<file path="config.mk">
export PLATFORM = sky130hd
export DESIGN_NAME = muldiv_seq
export DESIGN_NICKNAME = d
export VERILOG_FILES = /design/src/rtl/muldiv_seq.sv
export SDC_FILE = /design/constraint.sdc
export NUM_CORES = 1
export LEC_CHECK = 0
export CORE_MARGIN = 4
export CORE_UTILIZATION = 40
export DETAILED_ROUTE_END_ITERATION = 7
export SKIP_CTS_REPAIR_TIMING = 1
export SLEW_MARGIN = 15
export SYNTH_ARGS = -nofsm -noshare
export SYNTH_HDL_FRONTEND = slang
export SYNTH_SLANG_ARGS = --single-unit
</file>
<file path="constraint.sdc">
create_clock -name clk -period 2.9 [get_ports clk]
set_input_delay 0.87 -clock clk [delete_from_list [all_inputs] [get_ports clk]]
set_output_delay 0.87 -clock clk [all_outputs]
set_load 0.1 [all_outputs]
</file>
<file path="src/rtl/muldiv_seq.sv">
// muldiv_seq: multi-cycle 8-bit unsigned multiplier / divider.
//
// One iteration per clock. Multiply uses shift-add, divide uses restoring
// division with a 9-bit partial-remainder subtract. Results stay on the
// output registers until the next operation completes, so the select stage
// downstream always sees stable data.
//
// Ports:
//   clk     in   system clock, rising edge
//   rst_n   in   asynchronous active-low reset
//   start   in   request pulse, sampled on clk in IDLE only
//   opcode  in   6-bit op code, OP_MUL or OP_DIV accepted, others ignored
//   x       in   multiplicand / dividend
//   y       in   multiplier / divisor
//   bh, bl  out  product high / low byte
//   ch, cl  out  remainder / quotient
//   busy    out  operation in progress
//   done    out  one-cycle pulse, results updated
//   div0    out  last divide had y == 0
module muldiv_seq #(
    parameter logic [5:0]  OP_MUL = 6'b000010,
    parameter logic [5:0]  OP_DIV = 6'b000100,
    parameter int unsigned ITER   = 8
) (
    input  logic       clk,
    input  logic       rst_n,
    input  logic       start,
    input  logic [5:0] opcode,
    input  logic [7:0] x,
    input  logic [7:0] y,
    output logic [7:0] bh,
    output logic [7:0] bl,
    output logic [7:0] ch,
    output logic [7:0] cl,
    output logic       busy,
    output logic       done,
    output logic       div0
);

    typedef enum logic [1:0] {StIdle, StRun, StDone} state_e;

    localparam logic [2:0] LastCnt = 3'(ITER - 1);

    state_e      state;
    logic [2:0]  cnt;
    logic        is_div;
    // Operand used by every iteration: multiplicand for mul, divisor for div.
    logic [7:0]  opnd;
    // Shared working register.
    //   mul: {partial product high, remaining multiplier / product low bits}
    //   div: {partial remainder, dividend bits still to shift in / quotient}
    logic [15:0] acc;
    logic [15:0] acc_step;

    logic [8:0]  mul_sum;
    logic [8:0]  div_pr;
    logic [9:0]  div_diff;

    // One iteration of the selected algorithm.
    always_comb begin
        mul_sum  = {1'b0, acc[15:8]} + (acc[0] ? {1'b0, opnd} : 9'd0);
        div_pr   = {acc[15:8], acc[7]};
        div_diff = {1'b0, div_pr} - {2'b00, opnd};
        acc_step = acc;
        if (is_div) begin
            // Borrow clear means the divisor fits: keep the difference, shift in a 1.
            if (!div_diff[9]) begin
                acc_step = {div_diff[7:0], acc[6:0], 1'b1};
            end else begin
                acc_step = {div_pr[7:0], acc[6:0], 1'b0};
            end
        end else begin
            // Add-then-shift-right; the carry out of the add lands in bit 15.
            acc_step = {mul_sum, acc[7:1]};
        end
    end

    always_ff @(posedge clk or negedge rst_n) begin
        if (!rst_n) begin
            state  <= StIdle;
            cnt    <= 3'd0;
            is_div <= 1'b0;
            opnd   <= 8'h00;
            acc    <= 16'h0000;
            bh     <= 8'h00;
            bl     <= 8'h00;
            ch     <= 8'h00;
            cl     <= 8'h00;
            busy   <= 1'b0;
            done   <= 1'b0;
            div0   <= 1'b0;
        end else begin
            done <= 1'b0;
            unique case (state)
                StIdle: begin
                    if (start && (opcode == OP_MUL || opcode == OP_DIV)) begin
                        is_div <= (opcode == OP_DIV);
                        opnd   <= (opcode == OP_DIV) ? y : x;
                        acc    <= {8'h00, (opcode == OP_DIV) ? x : y};
                        cnt    <= 3'd0;
                        busy   <= 1'b1;
                        state  <= StRun;
                    end
                end
                StRun: begin
                    acc <= acc_step;
                    cnt <= cnt + 3'd1;
                    if (cnt == LastCnt) begin
                        if (is_div) begin
                            ch   <= acc_step[15:8];
                            cl   <= acc_step[7:0];
                            div0 <= (opnd == 8'h00);
                        end else begin
                            bh <= acc_step[15:8];
                            bl <= acc_step[7:0];
                        end
                        busy  <= 1'b0;
                        done  <= 1'b1;
                        state <= StDone;
                    end
                end
                StDone: begin
                    state <= StIdle;
                end
                default: begin
                    state <= StIdle;
                end
            endcase
        end
    end

endmodule

</file>
# Word level (Yosys, flattened, before mapping)
# Cells that the tools add are included.
# word_totals
regBits,65
in_bits,25
output_inout_bits,35
wordCells,50
# classes
add_sub_neg,3
n_eq_ne,6
mux,17
bitwise_logic,1
n_reduce_logical,11
# ops
op,count
$mux 16,3
$pmux 16 s2,1
$mux 8,3
$sub 9x8->10,1
$add 8x8->9,1
$reduce_and 3->1,3
$logic_not 8->1,1
$eq 6x2->1 const B,1
$eq 6x3->1 const B,1
$pmux 3 s2,1
$reduce_and 2->1,3
$mux 1,4
$mux 2,2
$ne 2x2->1 const B,2
$pmux 2 s2,1
$add 3x1->3 const B,1
$eq 3x3->1 const B,1
$mux 3,1
$eq 2x1->1 const B,1
$logic_not 2->1,1
$pmux 1 s2,1
$reduce_bool 2->1,1
$logic_and 1x1->1,1
$logic_or 1x1->1,1
$not 1->1,1

# Logic depth before layout (Yosys ltp)
# logic_depth
depth_word,5
ltp_mapped,9
ltp_nobuf,8

# Least setup slack after synthesis
# No wires, ideal clock.
# synth_timing
path_type,register to register
start,reg acc[0]
end,reg acc[15]
setup_ns,0.134
arrival_ns,2.210
t_required_ns,2.766
setup_slack_ns,0.556
stages_incl_launch_ff,10
path_buffers,1
period_less_slack_ns,2.344
path_cell_list,dfrtp_1 clkbuf_1 and2_1 ha_1 fa_1 a21oi_1 o21ai_1 a211o_1 a311oi_1 o31ai_1
# synth_via
elab_chain_cells,4
# synth_rtl
element,line_no,rtl
"start, declared",52,logic [15:0] acc;
"start signal, assigned",99,"acc <= {8'h00, (opcode == OP_DIV) ? x : y};"
"start signal, assigned",106,acc <= acc_step;
$mux 8,61,"mul_sum = {1'b0, acc[15:8]} + (acc[0] ? {1'b0, opnd} : 9'd0);"
$add 8x8->9,61,
$mux 16,65,if (is_div) begin
$pmux 16 s2,94,unique case (state)
# No other way between the ends.
# A chain may end at the register's enable or synchronous reset.

# Worst setup path after layout
# layout_timing
start,reg opnd[0]
end,reg bh[7]
# layout_via
elab_chain_cells,3
word_cells_on_any_way,5
cone_classes,add/sub: 2; mux: 3
# layout_rtl
element,line_no,rtl
"start, declared",48,logic [7:0] opnd;
"start signal, assigned",98,opnd <= (opcode == OP_DIV) ? y : x;
$sub 9x8->10 / $mux 8 (equally long branches),"63, 61",
$mux 16 / $add 8x8->9 (equally long branches),"67, 61",
$mux 16 *,65,
"end signal, assigned",114,bh <= acc_step[15:8];
"end, declared",31,"output logic [7:0] bh,"
# Every way passes the cells marked *; elsewhere a longest branch is shown, timed or not.

==> impl_metrics.json <==
{
  "status": "finished, final reports clean",
  "critical_path_required_ns": 3.10,
  "cts_sinks": 65,
  "ir_drop_uv": 550,
  "cts_buffer_depth": 2,
  "drtPass1Iterations": 4,
  "synth_top_area_share_pct": 44.1,
  "grt_overflow_total": 0,
  "grt_max_degree": 43,
  "wirelength_um": 9180,
  "end_kind": "flip-flop",
  "nets": 489,
  "via_per_inst": 5.51,
  "tightest_slew_ns": 0.850,
  "synth-seq-cells": 65,
  "die_area_sq_um": 10800,
  "die_y_um": 104,
  "die_width_um": 104,
  "drv_slew": 0,
  "synthTopCellsByArea": "dfrtp_1 (44%), nand2_1 (6.4%), ha_1 (6.1%), o21ai_0 (4.5%), mux2i_1 (4.3%)",
  "antenna_found_initial": 0,
  "drive_above_1_share_pct": 18.5,
  "drc": 0,
  "io_pins": 60,
  "clock_latency_ns": 0.35,
  "max_freq_mhz": 391,
  "finalSetupViolations": 0,
  "timing.rr.end": "bh[7]",
  "rsz0062_at_grt": "no",
  "hold_viol": 0,
  "maxCapViolCount": 0,
  "wl_per_cell_um": 16.5,
  "worstPathArrival_ns": 2.76,
  "hold_class": "flip-flop to flip-flop",
  "drtIter0Drc": 138,
  "crit_type": "flip-flop to flip-flop",
  "timing.final.crit_share_pct": 88.3,
  "synth_common_cells": "dfrtp_1 (65), nand2_1 (63), o21ai_0 (33), ha_1 (18), mux2i_1 (16)",
  "num_vias": 3071,
  "min_period_ns": 2.56,
  "cts_tree": "yes",
  "cp_max_fo": 4,
  "critPathLaunchType": "flip-flop",
  "async_reset_ff_share_pct": 100,
  "ant_nets": 0,
  "grt_pass1_wl_um": 15700,
  "yosysSeqAreaShare_pct": 44.1,
  "cts-root-buf": "clkbuf_8",
  "clk_pin_slew_ns": 0.07,
  "synth_top_area_cell": "dfrtp_1",
  "worst_clock_skew_ns": 0.00660,
  "max_slew_margin_pct": 43.3,
  "postSynthCellCount": 381,
  "synth_most_common_cell": "dfrtp_1",
  "hold-worst-slack_ns": 0.478,
  "htree_levels": 3,
  "grt_use_total_pct": 17.8,
  "synthesis.area_sq_um": 3680,
  "num_antenna_cells": 0,
  "rows": 34,
  "r2r_setup_slack_ns": 0.34,
  "synth_nets": 426,
  "synth-main-ff-cell": "dfrtp_1",
  "start_util_pct": 41.6,
  "cp-endpoint": "bh[7]",
  "yosys_warnings": 0,
  "r2r_cells": 9,
  "grt_pass1_vias": 3094,
  "cts_made_buffers": 9,
  "crit_start": "opnd[0]",
  "dp_hpwl_um": 6960,
  "gp_congestion": 0.884,
  "synth.avg_cell_area_sq_um": 9.67,
  "port_buffers": 59,
  "timing.rr.start": "opnd[0]",
  "synth_cell_types": 64,
  "synth_edf_count": 0,
  "finalSetupTns_ns": 0,
  "leakagePower_nw": 2.22,
  "power_density_nw_per_um2": 1100,
  "area_growth_syn_to_layout_pct": 24.1,
  "core_sq_um": 8850
}
==> through the flow <==
stage	cells	worst slack (ns)	total power, mW	utilization (%)	instance area [sq um]
floorplan	381	0.556	3.44	-	3680
global placement	541	0.220	4.12	49.1	4350
detailed placement	541	0.193	4.15	49.1	4350
CTS	557	0.318	5.06	51.7	4570
global route	557	0.111	5.38	51.7	4570
finish	557	0.340	5.03	51.7	4570
==> critical path, cell delays in order, from the launching register on <==
cell      delay, ns
dfrtp_1        0.43
and2_1         0.17
ha_1           0.23
fa_1           0.45
a21oi_1        0.21
o21ai_1        0.12
a211o_1        0.31
a311oi_1       0.26
buf_4          0.17
o21ai_0        0.06
==> cells in the final DEF, fill, tap and decap left out, drive strengths merged, types with 6 or more instances in the layout <==
cell,count
o22ai,8
a21o,7
nor2,14
mux2,9
clkdlybuf4s50,23
mux2i,16
o221ai,8
and2,8
dfrtp,65
inv,17
a21oi,14
o21ai,37
nand3,6
clkbuf,10
a211oi,6
buf,47
ha,18
nand2,64
==> sequential cells by signal (all words and copies together) (netlist names), 2 cells and up <==
| signal | cells |
|---|---|
| state | 2 |
| ch | 8 |
| cnt | 3 |
| opnd | 8 |
| acc | 16 |
| bl | 8 |
| bh | 8 |
| cl | 8 |
==> cells by family (layout without fill, tap and decap cells) <==
logic type / after synthesis / after routing / share of synthesized area [%]
fa+ha+maj: 20 / 20 / 7.20
buf+inv: 34 / 102 / 3.77
mux: 25 / 25 / 7.10
flops: 65 / 65 / 44.1
compound gates: 112 / 112 / 20.7
xor+xnor: 8 / 8 / 1.90
simple gates: 117 / 117 / 15.1
==> how the worst min path moves through the flow <==
stage / from / endpoint / slack [ns] / depth (start not counted)
2_1_floorplan: cnt[0] / cnt[0] / 0.47 / 1
3_3_place_gp: bl[0] / bl[0] / 0.46 / 2
3_5_place_dp: bl[3] / bl[3] / 0.47 / 2
5_1_grt: ch[1] / ch[1] / 0.51 / 2
4_1_cts: bh[1] / bh[1] / 0.49 / 2
6_report: bh[7] / bh[7] / 0.48 / 2
==> layout make-up <==
| cell class | instances | area [sq um] |
|---|---|---|
| fillers | 835 | 4270 |
| multi-input cells | 282 | 1920 |
| flip-flops and latches | 65 | 1630 |
| repair buffers | 70 | 606 |
| clock buffers | 10 | 138 |
| well taps | 108 | 135 |
| clock inverters | 6 | 90.1 |
| inverters | 16 | 60.1 |
==> where the power goes <==
group          total [mW]  switching (mW)  internal (mW)
sequential           1.40           0.245           1.16
combinational        2.74            1.83          0.914
clock               0.887           0.376          0.510
==> routing by layer <==
| metal | part of all wire (%) | routed length [um] | global-route usage [%] | up-vias |
|---|---|---|---|---|
| met4 | 1.1 | 104 | 4.18 | 0 |
| met3 | 6.1 | 562 | 4.59 | 12 |
| met5 | 0 | 0 | 0 | - |
| li1 | - | - | - | 1513 |
| met2 | 45 | 4180 | 27.9 | 102 |
| met1 | 47 | 4340 | 24.6 | 1444 |
Note: power is estimated with default switching activity, not from simulation.
